File: src/rtl/multibyte_alu_sequencer.sv
// Multi-byte ALU sequencer: runs a full-width operation one byte per cycle
// through an external 8-bit ALU, chaining the carry from byte to byte.
module multibyte_alu_sequencer #(
    parameter int NBYTES = 4
) (
    input  logic                  clk,
    input  logic                  rst,
    input  logic                  start,
    input  logic [8*NBYTES-1:0]   op_a,
    input  logic [8*NBYTES-1:0]   op_b,
    input  logic [1:0]            sel,
    input  logic                  cin,
    output logic [7:0]            alu_a,
    output logic [7:0]            alu_b,
    output logic [1:0]            alu_s,
    output logic                  alu_cin,
    input  logic [7:0]            alu_is,
    input  logic                  alu_cout,
    input  logic                  alu_ov,
    output logic [8*NBYTES-1:0]   result,
    output logic                  cout,
    output logic                  ov,
    output logic                  zero,
    output logic                  busy,
    output logic                  done
);

    localparam int W  = 8 * NBYTES;
    localparam int IW = (NBYTES > 1) ? $clog2(NBYTES) : 1;
    localparam logic [IW-1:0] LAST_IDX = IW'(NBYTES - 1);

    typedef enum logic [1:0] {
        S_IDLE = 2'd0,
        S_RUN  = 2'd1,
        S_DONE = 2'd2
    } state_t;

    state_t         state_q, state_d;
    logic [IW-1:0]  idx_q, idx_d;
    logic [W-1:0]   a_q, a_d;
    logic [W-1:0]   b_q, b_d;
    logic [1:0]     sel_q, sel_d;
    logic           cin_q, cin_d;
    logic           carry_q, carry_d;
    logic [W-1:0]   result_q, result_d;
    logic           cout_q, cout_d;
    logic           ov_q, ov_d;
    logic           zero_q, zero_d;

    logic           accept;
    logic           last;

    assign accept = (state_q == S_IDLE) && start;
    assign last   = (idx_q == LAST_IDX);

    // State register
    always_ff @(posedge clk) begin
        if (rst) begin
            state_q <= S_IDLE;
        end else begin
            state_q <= state_d;
        end
    end

    // Next-state logic: start is only looked at in IDLE
    always_comb begin
        state_d = state_q;
        unique case (state_q)
            S_IDLE: if (start) state_d = S_RUN;
            S_RUN:  if (last)  state_d = S_DONE;
            S_DONE: state_d = S_IDLE;
            default: state_d = S_IDLE;
        endcase
    end

    // Datapath next-state: latch operands, write one result byte per RUN cycle
    always_comb begin
        idx_d    = idx_q;
        a_d      = a_q;
        b_d      = b_q;
        sel_d    = sel_q;
        cin_d    = cin_q;
        carry_d  = carry_q;
        result_d = result_q;
        cout_d   = cout_q;
        ov_d     = ov_q;
        zero_d   = zero_q;
        if (accept) begin
            a_d   = op_a;
            b_d   = op_b;
            sel_d = sel;
            cin_d = cin;
            idx_d = '0;
        end else if (state_q == S_RUN) begin
            result_d[8*idx_q +: 8] = alu_is;
            carry_d = alu_cout;
            if (last) begin
                idx_d  = '0;
                cout_d = alu_cout;
                ov_d   = alu_ov;
                // Zero flag uses the fully assembled word, including this byte
                zero_d = (result_d == '0);
            end else begin
                idx_d = idx_q + 1'b1;
            end
        end
    end

    // Datapath registers
    always_ff @(posedge clk) begin
        if (rst) begin
            idx_q    <= '0;
            a_q      <= '0;
            b_q      <= '0;
            sel_q    <= '0;
            cin_q    <= 1'b0;
            carry_q  <= 1'b0;
            result_q <= '0;
            cout_q   <= 1'b0;
            ov_q     <= 1'b0;
            zero_q   <= 1'b0;
        end else begin
            idx_q    <= idx_d;
            a_q      <= a_d;
            b_q      <= b_d;
            sel_q    <= sel_d;
            cin_q    <= cin_d;
            carry_q  <= carry_d;
            result_q <= result_d;
            cout_q   <= cout_d;
            ov_q     <= ov_d;
            zero_q   <= zero_d;
        end
    end

    // Outputs: ALU is only driven while running, otherwise quiet at zero
    always_comb begin
        busy    = 1'b0;
        done    = 1'b0;
        alu_a   = '0;
        alu_b   = '0;
        alu_s   = '0;
        alu_cin = 1'b0;
        unique case (state_q)
            S_RUN: begin
                busy    = 1'b1;
                alu_a   = a_q[8*idx_q +: 8];
                alu_b   = b_q[8*idx_q +: 8];
                alu_s   = sel_q;
                alu_cin = (idx_q == '0) ? cin_q : carry_q;
            end
            S_DONE: done = 1'b1;
            default: ;
        endcase
    end

    assign result = result_q;
    assign cout   = cout_q;
    assign ov     = ov_q;
    assign zero   = zero_q;

endmodule

File: config.mk
export PLATFORM = sky130hd
export DESIGN_NAME = multibyte_alu_sequencer
export DESIGN_NICKNAME = d
export VERILOG_FILES = /design/src/rtl/multibyte_alu_sequencer.sv
export SDC_FILE = /design/constraint.sdc
export NUM_CORES = 1
export LEC_CHECK = 0
export ABC_AREA = 1
export CAP_MARGIN = 20
export CORE_MARGIN = 2
export CORE_UTILIZATION = 30
export CTS_CLUSTER_DIAMETER = 60
export DETAILED_ROUTE_END_ITERATION = 8
export PLACE_DENSITY_LB_ADDON = 0.1
export SLEW_MARGIN = 20
export SYNTH_ARGS = -nofsm -noshare
export SYNTH_HDL_FRONTEND = slang
export SYNTH_SLANG_ARGS = --single-unit
File: constraint.sdc
create_clock -name clk -period 2.57 [get_ports clk]
set_clock_uncertainty 0.1 [all_clocks]
set_input_delay 0.6425 -clock clk [delete_from_list [all_inputs] [get_ports clk]]
set_output_delay 0.6425 -clock clk [all_outputs]
set_load 0.03 [all_outputs]
==> reports/summary.txt <==
CTS root buffer: clkbuf_16
Internal Power: 2.95 mW
RSZ-0062 raised after global routing: true
Multi-input logic area: 0.00254 mm²
Syn Nets: 881
Die ar.: 0.0181 mm²
CTS Buffer Depth: 2
Sequential share of the synthesized area: 41.9%
Max-cap viol count: 0
Leakage: 3.05 nW
Port Buffers: 135
Latest clock arrival within the worst-skew pair: 0.36 ns
Min-delay worst type: register to register
Slew @ Worst Pin: 0.578 ns
Die Ht: 135 µm
Clock network power share: 33.0%
Register area: 0.00214 mm²
Largest stage delay, worst path: 0.37 ns
First-pass GRT wire length: 25.2 mm
Synth unique cells: 26
Layout cells sized above 1: 7.22%
Crit path kind: register to output port
Post-Synthesis Cell Area: 0.00512 mm²
H-tree levels: 3
Period utilization: 96.6%
Number of setup violations in the final report: 0
GRT Util Overall: 17.6%
Largest net degree at the start of global routing: 55
Synth Area per Inst: 6.44 µm²
Pre-CTS setup slack: 0.274 ns
Slowest stage cell, crit path: dfxtp_2
Startpoint types: register
DR WL/cell: 13.8 µm
Initial Utilization: 30.7%
Outcome: finished, final reports clean
Post-CTS Setup Inserts: 0
Clk sink count: 107
Worst Path Arrival: 1.74 ns
Max-slew headroom at the worst pin: 61.3%
Dpl hpwl: 10.9 mm
Crit path cell chain: clkinv_1 -> ha_2 -> inv_4 -> nand2_1 -> a21oi_4 -> buf_4
DR vias/cell: 4.56
Reg power frac: 44.5%
Highest achievable clock rate: 403 MHz
Hold Vio Cnt, Final: 0
Critical path data required time: 1.83 ns
DRT iter0 DRCs: 383
Residual DRC count: 0
N_diodes: 0
Die Wd: 135 µm
Worst IR Drop VDD: 0.324 mV
Dpl cells: 1118
Core area: 0.0166 mm²
Crit end category: output port
CP Max Fanout: 11
Io pins: 136
Setup TNS Final: 0 ns
Fin crit period: 2.48 ns
Synth Register Bits: 107
Routed vias: 5172
Final Max Tran Viols: 0
Initial antenna violation count: 0
Ys Warns: 0
Switch share: 30.2%
CTS tree: done
Final wirelength: 15.6 mm
Switching power: 1.28 mW
Filler instances: 1801
Final net count: 995
Final non-filler cell total: 1134
Pwr/cell area: 610 mW/mm²
Vias in the first global route: 4898
GP Congestion: 0.831
Final Worst Setup Slack: 0.0876 ns
Cells after Synth: 795
Grt ovf: 0
FP Rows: 47
Routed Antenna Nets: 0
CTS Buf Count: 9
Comb power frac: 22.5%
Pre-Repair DR Iteration Count: 5
Clk slew on worst S/H paths: 0.07 ns
Syn-to-layout area delta: 35.4%
CTS Hold Bufs: 0
==> per-layer routing <==
metal  routed length [µm]  GRT usage, %  vias to the layer above
met3                  697          3.00                       13
met1                 7450          24.1                     2314
met2                 7260          28.3                      108
li1                     -             -                     2737
met4                  237          6.02                        0
met5                    0             0                        -
==> worst max-delay path: cells and delay by family, from the launching register on <==
kind | cells | cell delay, ns
AO/OA/AOI/OAI | 1 | 0.14
AND/OR/NAND/NOR | 1 | 0.10
buffers and inverters | 3 | 0.48
adder cells (fa/ha/maj) | 1 | 0.28
flip-flops | 1 | 0.37
==> timing repair <==
item | CTS | global route
cloned | 0 | 0
gates resized for setup | 1 | 5
setup endpoints to repair | 1 | 18
==> metrics by stage <==
| stage | util (%) | cell area, µm² | hold slack (ns) | power, mW |
|---|---|---|---|---|
| 4_1_cts | 41.5 | 6910 | 0.360 | 4.28 |
| 3_3_place_gp | 39.8 | 6620 | 0.344 | 2.88 |
| 6_report | 41.6 | 6930 | 0.355 | 4.22 |
| 3_5_place_dp | 39.8 | 6620 | 0.350 | 2.88 |
| 5_1_grt | 41.6 | 6930 | 0.384 | 4.46 |
| 2_1_floorplan | - | 5130 | 0.330 | 2.48 |
==> flip-flops by register name, indices dropped and copies added (netlist names) <==
name     cells
a_q         32
b_q         32
result      32
idx_q        2
sel_q        2
state_q      2
carry_q      1
cin_q        1
cout         1
ov           1
zero         1
==> cell usage in the layout, fill, tap and decap left out, drive strengths merged, types with 3 or more instances in the layout <==
cell	synthesis	routed
clkbuf	31	12
nand2	83	83
dfxtp	107	107
o21ai	139	139
ha	6	6
clkdlybuf4s50	0	115
a21oi	25	25
nand3	31	31
nor2	293	293
clkinv	1	3
buf	16	35
inv	57	57
==> layout make-up <==
type                    count  share of cell area [%]
multi-input cells         583                    36.7
flip-flops and latches    107                    31.0
repair buffers            150                    21.0
well taps                 220                    3.97
clock buffers              12                    3.41
inverters                  58                    3.18
clock inverters             4                   0.741
==> worst paths after layout <==
kind / slack, ns / endpoint / from / cells past startpoint
hold reg to reg: 0.35 / sel_q[0] / sel_q[0] / 2
setup / recovery: 0.09 / alu_cin / idx_q[1] / 6
hold / removal: 0.35 / sel_q[0] / sel_q[0] / 2
setup reg to reg: 0.30 / zero / idx_q[1] / 12
==> synthesized netlist by cell type, drive strengths merged <==
cell | number | share of area (%)
a211oi | 1 | 0.15
a21oi | 25 | 2.4
buf | 16 | 1.9
clkbuf | 31 | 2.5
clkinv | 1 | 0.073
dfxtp | 107 | 42
ha | 6 | 1.5
inv | 57 | 4.2
nand2 | 83 | 6.1
nand3 | 31 | 3.3
nand3b | 1 | 0.15
nand4 | 1 | 0.12
nor2 | 293 | 22
o211ai | 2 | 0.29
o21a | 1 | 0.15
o21ai | 139 | 14
==> cell families after synthesis <==
kind of cell | share of synthesized area [%]
and+or+nand+nor | 31.3
AOI/OAI and AO/OA | 16.6
DFF | 41.9
buffers and inverters | 8.71
adders and majority gates | 1.47
==> power groups by stage <==
stage | sequential, mW | clock, mW | combinational, mW
2_1_floorplan | 1.98 | 0 | 0.504
3_3_place_gp | 1.92 | 0 | 0.957
3_5_place_dp | 1.92 | 0 | 0.957
4_1_cts | 1.88 | 1.44 | 0.960
5_1_grt | 1.90 | 1.50 | 1.06
6_report | 1.88 | 1.39 | 0.951
Power figures use the tool's default switching activity.
